## config.mk

```make
export PLATFORM = sky130hd
export DESIGN_NAME = mem_arbiter
export DESIGN_NICKNAME = d
export VERILOG_FILES = /design/src/rtl/mem_arbiter.sv
export SDC_FILE = /design/constraint.sdc
export NUM_CORES = 1
export LEC_CHECK = 0
export BUFFER_PORTS_ARGS = -buffer_cell sky130_fd_sc_hd__buf_2
export CAP_MARGIN = 40
export CORE_ASPECT_RATIO = 1.5
export CORE_UTILIZATION = 48
export CTS_BUF_LIST = sky130_fd_sc_hd__clkbuf_8
export CTS_CLUSTER_SIZE = 24
export DETAILED_ROUTE_END_ITERATION = 7
export PLACE_DENSITY = 0.82
export SLEW_MARGIN = 20
export SYNTH_ARGS = -nofsm -noshare
export SYNTH_HDL_FRONTEND = slang
export SYNTH_SLANG_ARGS = --single-unit
```

## constraint.sdc

```tcl
create_clock -name CLK -period 1.8 [get_ports CLK]
set_input_delay 0.54 -clock CLK [delete_from_list [all_inputs] [get_ports CLK]]
set_output_delay 0.54 -clock CLK [all_outputs]
set_load 0.01 [all_outputs]
```

## src/rtl/mem_arbiter.sv

```systemverilog
// Round-robin owner of the single memory port, shared between
// instruction fetch (I) and data access (D).
module mem_arbiter #(
  parameter int ADDR_W = 10,
  parameter int DATA_W = 32
) (
  input  logic              CLK,
  input  logic              RESET,
  input  logic              I_READ,
  input  logic [ADDR_W-1:0] I_ADDR,
  output logic [DATA_W-1:0] I_READDATA,
  output logic              I_BUSYWAIT,
  input  logic              D_READ,
  input  logic              D_WRITE,
  input  logic [ADDR_W-1:0] D_ADDR,
  input  logic [DATA_W-1:0] D_WRITEDATA,
  output logic [DATA_W-1:0] D_READDATA,
  output logic              D_BUSYWAIT,
  output logic              M_READ,
  output logic              M_WRITE,
  output logic [ADDR_W-1:0] M_ADDR,
  output logic [DATA_W-1:0] M_WRITEDATA,
  input  logic [DATA_W-1:0] M_READDATA,
  input  logic              M_BUSYWAIT,
  output logic [1:0]        GRANT
);

  typedef enum logic [1:0] {
    S_IDLE,
    S_ISSUE,
    S_WAIT,
    S_RESP
  } state_t;

  state_t state;
  state_t state_nxt;

  // owner/last: 1 = D port, 0 = I port
  logic owner;
  logic last;
  logic i_req;
  logic d_req;
  logic start;
  logic pick_d;
  logic done;
  logic fin;
  logic resp;

  assign i_req = I_READ;
  assign d_req = D_READ | D_WRITE;
  assign resp  = (state == S_RESP);

  assign I_BUSYWAIT = i_req & ~(resp & ~owner);
  assign D_BUSYWAIT = d_req & ~(resp & owner);

  always_ff @(posedge CLK) begin
    if (!RESET) state <= S_IDLE;
    else        state <= state_nxt;
  end

  always_comb begin
    state_nxt = state;
    start     = 1'b0;
    pick_d    = 1'b0;
    done      = 1'b0;
    fin       = 1'b0;
    unique case (state)
      S_IDLE: begin
        if (i_req | d_req) begin
          start     = 1'b1;
          // on contention the port that went last loses
          pick_d    = d_req & (~i_req | ~last);
          state_nxt = S_ISSUE;
        end
      end
      S_ISSUE: state_nxt = S_WAIT;
      S_WAIT: begin
        if (!M_BUSYWAIT) begin
          done      = 1'b1;
          state_nxt = S_RESP;
        end
      end
      S_RESP: begin
        fin       = 1'b1;
        state_nxt = S_IDLE;
      end
      default: state_nxt = S_IDLE;
    endcase
  end

  always_ff @(posedge CLK) begin
    if (!RESET) begin
      owner       <= 1'b0;
      last        <= 1'b0;
      GRANT       <= 2'b00;
      M_READ      <= 1'b0;
      M_WRITE     <= 1'b0;
      M_ADDR      <= '0;
      M_WRITEDATA <= '0;
      I_READDATA  <= '0;
      D_READDATA  <= '0;
    end else begin
      if (start) begin
        owner   <= pick_d;
        GRANT   <= pick_d ? 2'b10 : 2'b01;
        M_WRITE <= pick_d & D_WRITE;
        M_READ  <= ~(pick_d & D_WRITE);
        M_ADDR  <= pick_d ? D_ADDR : I_ADDR;
        if (pick_d) M_WRITEDATA <= D_WRITEDATA;
      end
      if (done) begin
        M_READ  <= 1'b0;
        M_WRITE <= 1'b0;
        if (M_READ & owner)  D_READDATA <= M_READDATA;
        if (M_READ & ~owner) I_READDATA <= M_READDATA;
      end
      if (fin) begin
        last  <= owner;
        GRANT <= 2'b00;
      end
    end
  end

endmodule

```

; ---- Word-level counts from Yosys, hierarchy flattened
; Cells that the tools add are included.
[op_classes]
add_sub_neg = 0
n_mul = 0
div = 0
order_cmp = 0
eq_ne = 5
n_shift = 0
mux = 12
bitwise_logic = 18
n_reduce_logical = 7
[ops]
columns = op, n
row1 = $mux W10, 1
row2 = $and A1 B1 Y1, 8
row3 = $pmux W2 S4, 1
row4 = $reduce_and A2 Y1, 4
row5 = $mux W1, 7
row6 = $not A1 Y1, 7
row7 = $mux W2, 3
row8 = $eq A2 B2 Y1 const B, 2
row9 = $ne A2 B2 Y1 const B, 2
row10 = $reduce_or A2 Y1, 2
row11 = $or A1 B1 Y1, 3
row12 = $eq A2 B1 Y1 const B, 1
row13 = $logic_not A2 Y1, 1
[totals]
register_bits = 114
latchBits = 0
ram_bits = 0
rom_bits = 0
inputBits = 90
out_inout_bits = 112
wordCells = 52
memories = 0

; ---- Depth between registers and ports, before layout
; Gate-level depths: netlist of run 1.
[logic_depth]
depth_word = 7
ltp_mapped = 7
depth_no_buf = 5

; ---- Worst setup path after synthesis of run 1
; OpenSTA, ideal clock, no wires.
[synth_timing]
kind = input to output
start = input port D_WRITE
end = output port D_BUSYWAIT
t_arrival_ns = 1.161
required_time_ns = 1.260
slack_ns = 0.099
stages = 4
path_buffers = 2
cell_sequence = buf_4 nor2_4 clkbuf_1 a21oi_1
[synth_between]
elab_chain_len = 2
[synth_rtl]
columns = element, line_no
row1 = from (decl), 14  ; input logic D_WRITE,
row2 = $or A1 B1 Y1, 50  ; assign d_req = D_READ | D_WRITE;
row3 = $and A1 B1 Y1, 54  ; assign D_BUSYWAIT = d_req & ~(resp & owner);
row4 = to (decl), 18  ; output logic D_BUSYWAIT,
; No other way between the ends.

; ---- Worst setup path in the final report of run 1
[layout_timing]
start = register state[1]
end = output port D_BUSYWAIT
[layout_between]
elab_chain_len = 4
[layout_rtl]
columns = element, line_no
row1 = from (decl), 35  ; state_t state;
row2 = from (signal assigned), 58  ; else state <= state_nxt;
row3 = $eq A2 B2 Y1, 51  ; assign resp = (state == S_RESP);
row4 = $and A1 B1 Y1, 54
row5 = $not A1 Y1, 54
row6 = $and A1 B1 Y1, 54
; No other way between the ends.

==> impl_metrics.tcl, run 1 <==
set metrics [dict create \
    critPathMaxFanout 3 \
    wire_per_inst_um 14.4 \
    period_share 0.975 \
    cts_made_buffers 17 \
    setup_viol 0 \
    powerDensity_nw_per_um2 1310 \
    grt_usage 0.255 \
    grt.overflow.total 0 \
    die_h_um 120 \
    core_area_um2 8880 \
    yosysWarningCount 0 \
    min-delay-start "M_READDATA[22]" \
    status "complete, no violations" \
    worstPathRequired_ps 1260 \
    reg2reg_from "state[0]$_SDFFE_PN0P_" \
    ctsHoldBuffers 0 \
    slew_violations 0 \
    vias 4531 \
    die_w_um 80.4 \
    synth_fa_ha_area_frac 0.0113 \
    placedCellCount 811 \
    firstDrtPassIters 4 \
    ys_ff_latch 114 \
    ys.flop_type "dfxtp_1" \
    fin_nets 818 \
    gp_congestion 0.829 \
    cts_tree "built" \
    ys_seq_area_frac 0.515 \
    leakagePower_nw 2.63 \
    startpoint "state[1]$_SDFFE_PN0P_" \
    synthArstFlopShare 0 \
    synth_common_cells "nand2_1, dfxtp_1, a21oi_1" \
    power_switching_mw 2.45 \
    yosys.cell_types.count 36 \
    grt_max_degree 59 \
    grt_pass1_vias 4289 \
    cp.arrival_ps 1220 \
    synth-edff-count 0 \
    final_area_um2 5990 \
    critical_path_class "flip-flop to output pin" \
    post-route-drc-count 0 \
    via_per_inst 5.35 \
    row_count 42 \
    synth_xor_area_frac 0 \
    hold_violations 0 \
    synth_cells 530 \
    area_growth_pct 35.1 \
    ir_worst_vdd_mv 0.962 \
    worstSetupEndpoint "D_BUSYWAIT" \
    max_cap_violations 0 \
    htree_levels 4 \
    combinationalPowerShare 0.261 \
    num_antenna_cells 0 \
    drive_above_1_share 0.373 \
    path_clk_slew_ps 70 \
    r2r_end "M_WRITEDATA[24]$_SDFFE_PN0P_" \
    synth_top_family_by_area "compound AO/OA/AOI/OAI gates" \
    hp-class "input pin to flip-flop" \
    utilization 0.674 \
    seqPwrFrac 0.392 \
    drt_iter0_markers 264 \
    clockBufferDepth 2 \
    ant_nets 0 \
    r2r_slack_ps 150 \
    p_clk_frac 0.347 \
    totalPowerFinal_mw 7.85 \
    clock-sinks 114 \
    antenna_found_initial 0 \
    synth.area.mux_share 0.00452 \
    reg2reg_depth 6 \
    yosys.cell_count.top_type "nand2_1" \
    die-area_um2 9620 \
    rsz0062_at_grt "yes" \
    post-dp-hpwl_mm 8.42 \
    crit_path_end_kind "output pin" \
    io_buffers 201 \
    pin_count 202 \
    initial_core_util 0.499 \
    syn_area_per_cell_um2 8.36 \
    finalNonFillerCells 847 \
    skew_ps 9.47 \
    fmax_mhz 570 \
    cp-start-kind "flip-flop" \
    clk_latency_ps 410 \
    yosys.area.top_type "dfxtp_1" \
    p_int_mw 5.39 \
    synthTopCellsByArea "dfxtp_1, nand2_1, a21oi_1, nand3_1, o21ai_0" \
    synth_fp_nets 624 \
    tightestPinTransition_ps 482 \
    synth_top_area_frac 0.515 \
    routed_wl_mm 12.2 \
    fin_crit_ps 1760 \
    grt_pass1_wl_mm 19.2 \
    slew_headroom 0.674 \
    placed_area_um2 5460 \
    synth_compound_area_frac 0.201 \
    syn_area_um2 4430 \
    cts-root-buf "clkbuf_8" \
    switching_share 0.313 \
    synthSimpleGateAreaFrac 0.198 \
]
## per-stage QoR
step                      hold slack [ps]  TNS, ps  setup slack [ps]
final                                 371        0              44.5
after global routing                  341    -12.5             -12.5
after CTS                             349        0              4.53
after detailed placement              444        0              39.9
after global placement                440        0               137
after floorplan                       468        0              99.0
## routing by layer
metal	part of all wire	global-route usage	up-vias
li1	-	-	2184
met1	0.37	0.266	2096
met2	0.52	0.458	230
met3	0.086	0.0852	21
met4	0.018	0.0993	0
met5	0	0	-
## power by group through the flow
stage | Combinational, mW | Clock, mW | Sequential [mW]
final | 2.05 | 2.72 | 3.08
after global routing | 2.23 | 2.89 | 3.12
after CTS | 1.97 | 2.76 | 3.07
after detailed placement | 1.94 | 0 | 3.11
after global placement | 1.88 | 0 | 3.09
after floorplan | 1.17 | 0 | 3.23
## worst max-delay path: stages, from the launching register on
cell,delay (ps)
dfxtp_4,360
ha_4,180
a21oi_2,120
buf_2,140
## registers in the layout, indices dropped and copies added, names as in the netlist
signal	count
I_READDATA	32
last	1
state	2
M_WRITEDATA	32
M_WRITE	1
owner	1
D_READDATA	32
GRANT	2
M_READ	1
M_ADDR	10
## worst min-delay path by stage
stage | endpoint | slack (ps) | cells after the start
3_5_place_dp | D_READDATA[28]$_SDFFE_PN0P_ | 440 | 2
4_1_cts | I_READDATA[22]$_SDFFE_PN0P_ | 350 | 3
6_report | D_READDATA[22]$_SDFFE_PN0P_ | 370 | 3
3_3_place_gp | D_READDATA[20]$_SDFFE_PN0P_ | 440 | 2
2_1_floorplan | state[1]$_SDFFE_PN0P_ | 470 | 2
5_1_grt | D_READDATA[13]$_SDFFE_PN0P_ | 340 | 3
## layout make-up
class                           count  area [um2]
Sequential cell                   114        2290
Multi-Input combinational cell    365        1860
Inverter                            7        27.5
Tap cell                          110         138
Timing Repair Buffer              219        1200
Clock inverter                     11         175
Clock buffer                       21         289
Fill cell                         746        2900
## kinds of logic after synthesis
logic type / Yosys count
AND/OR/NAND/NOR: 204
AO/OA/AOI/OAI: 155
flip-flops: 114
buffers and inverters: 51
adder cells (fa/ha/maj): 4
multiplexers: 2
## timing repair
item | CTS | global route
setup endpoints to repair | 2 | 22
pin swaps | 1 | 2
gates resized for setup | 8 | 2
buffers inserted | 1 | 3
## cells in the final DEF (no fill, tap or decap), drive strengths merged, types with 2 or more instances in the layout
cell type | netlist | routed
buf | 27 | 219
nand2 | 142 | 142
dfxtp | 114 | 114
a21oi | 100 | 100
nand3 | 50 | 50
o21ai | 34 | 34
clkbuf | 17 | 21
a31oi | 10 | 10
inv | 7 | 7
clkinvlp | 0 | 5
bufinv | 0 | 4
nor2 | 4 | 4
ha | 4 | 4
a22oi | 2 | 2
mux2i | 2 | 2
a21boi | 2 | 2
clkinv | 0 | 2
a221oi | 2 | 2
(Power assumes the default switching activity.)
==> run 2: changes to the inputs <==
Settings changed: CORE_UTILIZATION 48 to 52, PLACE_DENSITY 0.82 to 0.87.
Clock period 1.8 ns to 2.2 ns, I/O delays scaled along.
==> run 2 against run 1 <==
Compared with the run above:
- global-route usage is 1.8 points higher
- via count is 0.35% lower
- final area is 4.1% lower
- core utilization is 3.4 points higher
- sequential power is 19% lower
- clock skew is 2.5 ps higher
- die area is 7.5% lower
- non-clock buffer count is 5 lower
- routed wire length is 2.4% lower
- register-to-register slack better by 270 ps
- first-iteration DRC count is 3.4% higher
- critical endpoint unchanged
- largest cell class unchanged
==> impl_metrics.tcl, run 2 (synthesized netlist as in run 1, its figures left out) <==
set metrics [dict create \
    ctsHoldBuffers 0 \
    cts_setup_buffers 0 \
    mostFrequentLayoutCell "buf_2" \
    die_h_um 115 \
    drive_above_1_share 0.355 \
    skew_ps 11.9 \
    tns_ps 0 \
    powerDensity_nw_per_um2 998 \
    fill_cells 661 \
    io_buffers 201 \
    gp_congestion 0.835 \
    path_cells "ha_1 -> a21oi_1 -> buf_2" \
    core_area_um2 8110 \
    dp_slack_ps 265 \
    reg_top3 "D_READDATA x32, I_READDATA x32, M_WRITEDATA x32" \
    switching_share 0.322 \
    initial_core_util 0.546 \
    htree_levels 4 \
    totalPowerFinal_mw 5.73 \
    via_per_inst 5.41 \
    cts_made_buffers 17 \
    cp-start-kind "flip-flop" \
    critical_path.slowest_cell "dfxtp_1" \
    num_antenna_cells 0 \
    fmax_mhz 479 \
    seqPwrFrac 0.436 \
    period_share 0.949 \
    crit_path_end_kind "output pin" \
    hold_violations 0 \
    ant_nets 0 \
    slew_violations 0 \
    hp-class "flip-flop to flip-flop" \
    status "complete, no violations" \
    p_int_mw 3.88 \
    setup_viol 0 \
    ir_worst_vdd_mv 0.808 \
    vias 4515 \
    fin_nets 813 \
    grt_max_degree 67 \
    grt_usage 0.273 \
    clockBufferDepth 2 \
    cts_tree "built" \
    cts-root-buf "clkbuf_8" \
    combinationalPowerShare 0.267 \
    antenna_found_initial 0 \
    row_count 40 \
    tightestPinTransition_ps 515 \
    routed_wl_mm 11.9 \
    wire_per_inst_um 14.3 \
    power_switching_mw 1.84 \
    area_growth_pct 29.5 \
    leakagePower_nw 2.57 \
    clock-sinks 114 \
    critical_path_class "flip-flop to output pin" \
    final_area_um2 5740 \
    grt_pass1_wl_mm 19.3 \
    clk_latency_ps 420 \
    path_clk_slew_ps 60 \
    post-route-drc-count 0 \
    die-area_um2 8900 \
    drt_iter0_markers 273 \
    max_cap_violations 0 \
    placed_area_um2 5400 \
    cp_slowest_stage_delay_ps 340 \
    rsz0062_at_grt "no" \
    worst_slack_ps 111 \
    grt.overflow.total 0 \
    worstPathRequired_ps 1540 \
    p_clk_frac 0.296 \
    grt_pass1_vias 4333 \
    cp.arrival_ps 1430 \
    firstDrtPassIters 5 \
    post-dp-hpwl_mm 8.36 \
    slew_headroom 0.656 \
    cts_resized 0 \
    critPathMaxFanout 4 \
    fin_crit_ps 2090 \
    pin_count 202 \
    die_w_um 77.4 \
    final_cell_mix "buf_2, nand2_1, dfxtp_1, a21oi_1, nand3_1" \
]
-- run 2: per-layer routing --
layer	global-route usage	vias to the layer above	wire length (um)
met1	0.288	2117	4620
met5	0	-	0
met4	0.142	0	255
met2	0.499	205	6310
li1	-	2167	-
met3	0.0690	26	752
-- run 2: final cells by class --
class                   instances  area [um2]  share of cell area
clock buffers                  20         275              0.0480
clock inverters                 9        67.6              0.0118
inverters                       7        27.5             0.00480
multi-input cells             365        1840               0.320
flip-flops and latches        114        2280               0.398
well taps                     105         131              0.0229
repair buffers                214        1120               0.195
-- run 2: power by group through the flow --
stage / Sequential [mW] / Clock (mW) / Combinational [mW]
finish: 2.50 / 1.70 / 1.53
CTS: 2.50 / 1.73 / 1.53
floorplan: 2.65 / 0 / 0.957
global placement: 2.52 / 0 / 1.47
global route: 2.53 / 1.83 / 1.68
detailed placement: 2.54 / 0 / 1.52
-- run 2: worst max-delay path, delay by kind of cell (launching register included) --
family	cells	cell delay, ps
AO/OA/AOI/OAI	1	250
adder cells (fa/ha/maj)	1	250
buffers and inverters	1	180
flip-flops	1	340
-- run 2: metrics by stage --
stage          hold slack, ps  std cells   util
2_1_floorplan             468        530      -
3_3_place_gp              438        805  0.665
3_5_place_dp              447        805  0.665
4_1_cts                   456        834  0.708
5_1_grt                   462        834  0.708
6_report                  453        834  0.708
-- run 2: final timing paths --
kind	startpoint	endpoint	slack, ps	cells after the start
max reg2reg	state[0]$_SDFFE_PN0P_	M_ADDR[9]$_SDFFE_PN0P_	420	5
min	D_READDATA[13]$_SDFFE_PN0P_	D_READDATA[13]$_SDFFE_PN0P_	450	2
min reg2reg	D_READDATA[13]$_SDFFE_PN0P_	D_READDATA[13]$_SDFFE_PN0P_	450	2
max	state[1]$_SDFFE_PN0P_	D_BUSYWAIT	110	3
==> run 3: changes to the inputs <==
Clock period 2.2 ns to 2.6 ns, I/O delays scaled along.
==> run 3 against run 2 <==
Compared with the run above:
- final area rose by 1.6%
- largest power group unchanged
- worst setup slack improved by 300 ps
- die area did not move
- highest routed layer unchanged
- largest cell class unchanged
- via count fell by 1.6%
- sequential share of layout area fell by 0.62 points
- power fell by 8.7%
==> impl_metrics.tcl, run 3 (synthesized netlist as in run 1, its figures left out) <==
set metrics [dict create \
    status "complete, no violations" \
    core_area_um2 8110 \
    cts_made_buffers 17 \
    cp_slowest_stage_delay_ps 330 \
    ir_worst_vdd_mv 0.789 \
    die-area_um2 8900 \
    rsz0062_at_grt "no" \
    tightestPinTransition_ps 639 \
    reg2reg_depth 6 \
    firstDrtPassIters 5 \
    io_buffers 201 \
    r2r_slack_ps 700 \
    hp-class "flip-flop to flip-flop" \
    path_cells "ha_1 -> a21oi_1 -> buf_2" \
    worstPathRequired_ps 1820 \
    crit_family "flip-flops" \
    final_cell_mix "buf_2, nand2_1, dfxtp_1, a21oi_1, nand3_1" \
    grt_pass1_vias 4220 \
    clk_latency_ps 420 \
    crit_path_end_kind "output pin" \
    die_h_um 115 \
    post-route-drc-count 0 \
    drive_above_1_share 0.358 \
    clockBufferDepth 2 \
    worst_slack_ps 406 \
    critPathMaxFanout 4 \
    ctsHoldBuffers 0 \
    hold_violations 0 \
    crit_buf_inv 1 \
    ant_nets 0 \
    fin_crit_ps 2190 \
    via_per_inst 5.32 \
    clock-sinks 114 \
    path_clk_slew_ps 70 \
    tns_ps 0 \
    critical_path_class "flip-flop to output pin" \
    utilization 0.719 \
    cp.arrival_ps 1410 \
    finalNonFillerCells 835 \
    fmax_mhz 456 \
    wire_per_inst_um 14.3 \
    mostFrequentLayoutCell "buf_2" \
    crit_cells 3 \
    drt_iter0_markers 224 \
    grt_usage 0.269 \
    cts_tree "built" \
    skew_ps 7.02 \
    worstSetupEndpoint "D_BUSYWAIT" \
    area_growth_pct 31.6 \
    fill_cells 635 \
    gp_congestion 0.798 \
    post-dp-hpwl_mm 8.21 \
    die_w_um 77.4 \
    routed_wl_mm 11.9 \
    row_count 40 \
    multi_input_area_um2 1840 \
    leakagePower_nw 2.60 \
    critical_path.slowest_cell "dfxtp_1" \
    max_cap_violations 0 \
    slew_violations 0 \
    cts-root-buf "clkbuf_8" \
    r2r_end "M_WRITEDATA[24]$_SDFFE_PN0P_" \
    fin_nets 811 \
    setup_viol 0 \
    dp_slack_ps 453 \
    slew_headroom 0.574 \
    initial_core_util 0.546 \
    grt_max_degree 61 \
    reg2reg_from "state[0]$_SDFFE_PN0P_" \
    grt.overflow.total 0 \
    startpoint "state[0]$_SDFFE_PN0P_" \
    powerDensity_nw_per_um2 897 \
    num_antenna_cells 0 \
    antenna_found_initial 0 \
    cts_resized 0 \
    cts_setup_buffers 0 \
    period_share 0.844 \
    pin_count 202 \
    cp-start-kind "flip-flop" \
    regArea_um2 2280 \
    reg_top3 "D_READDATA x32, I_READDATA x32, M_WRITEDATA x32" \
    placedCellCount 803 \
    grt_pass1_wl_mm 18.9 \
    htree_levels 4 \
    vias 4442 \
]
run 3: cell types whose count changed in the layout (fill, tap and decap cells not counted), sizes merged:
cell / before / now
bufinv: 1 / 4
buf: 214 / 212
clkinvlp: 0 / 1
inv: 8 / 7
run 3: how the worst min path moves through the flow:
stage | from | endpoint | slack, ps | cells past startpoint
2_1_floorplan | state[1]$_SDFFE_PN0P_ | state[1]$_SDFFE_PN0P_ | 470 | 2
3_3_place_gp | D_READDATA[1]$_SDFFE_PN0P_ | D_READDATA[1]$_SDFFE_PN0P_ | 440 | 2
3_5_place_dp | I_READDATA[16]$_SDFFE_PN0P_ | I_READDATA[16]$_SDFFE_PN0P_ | 440 | 2
4_1_cts | I_READDATA[16]$_SDFFE_PN0P_ | I_READDATA[16]$_SDFFE_PN0P_ | 450 | 2
5_1_grt | I_READDATA[21]$_SDFFE_PN0P_ | I_READDATA[21]$_SDFFE_PN0P_ | 470 | 2
6_report | D_READDATA[18]$_SDFFE_PN0P_ | D_READDATA[18]$_SDFFE_PN0P_ | 450 | 2
run 3: worst min-delay path, cell delays in order, from the launching register on:
cell and delay [ps]:
dfxtp_1 310, nand2_1 50, a21oi_1 50
run 3: layout make-up:
type,count,area share
clock buffer,20,0.0472
clock inverter,12,0.0277
inverter,7,0.00472
multi-input combinational,365,0.315
sequential,114,0.392
tap,105,0.0225
timing repair buffer,212,0.191
run 3: per-stage QoR:
step | cell area [um2] | hold WS [ps] | total power [mW]
finish | 5830 | 451 | 5.23
global route | 5830 | 467 | 5.50
CTS | 5830 | 453 | 5.25
detailed placement | 5390 | 444 | 3.46
global placement | 5390 | 438 | 3.40
floorplan | 4430 | 468 | 3.05
run 3: metal layers:
layer / global-route usage / wire, um / vias up
met5: 0 / 0 / -
met4: 0.128 / 284 / 0
met3: 0.0778 / 801 / 26
met2: 0.483 / 6210 / 199
met1: 0.289 / 4600 / 2047
li1: - / - / 2170
run 3: power breakdown:
group          leakage (nW)  internal [mW]  switching [mW]
Sequential            0.927           1.98           0.134
Clock                 0.229           1.11           0.687
Combinational          1.44          0.519           0.799
Total                  2.60           3.61            1.62
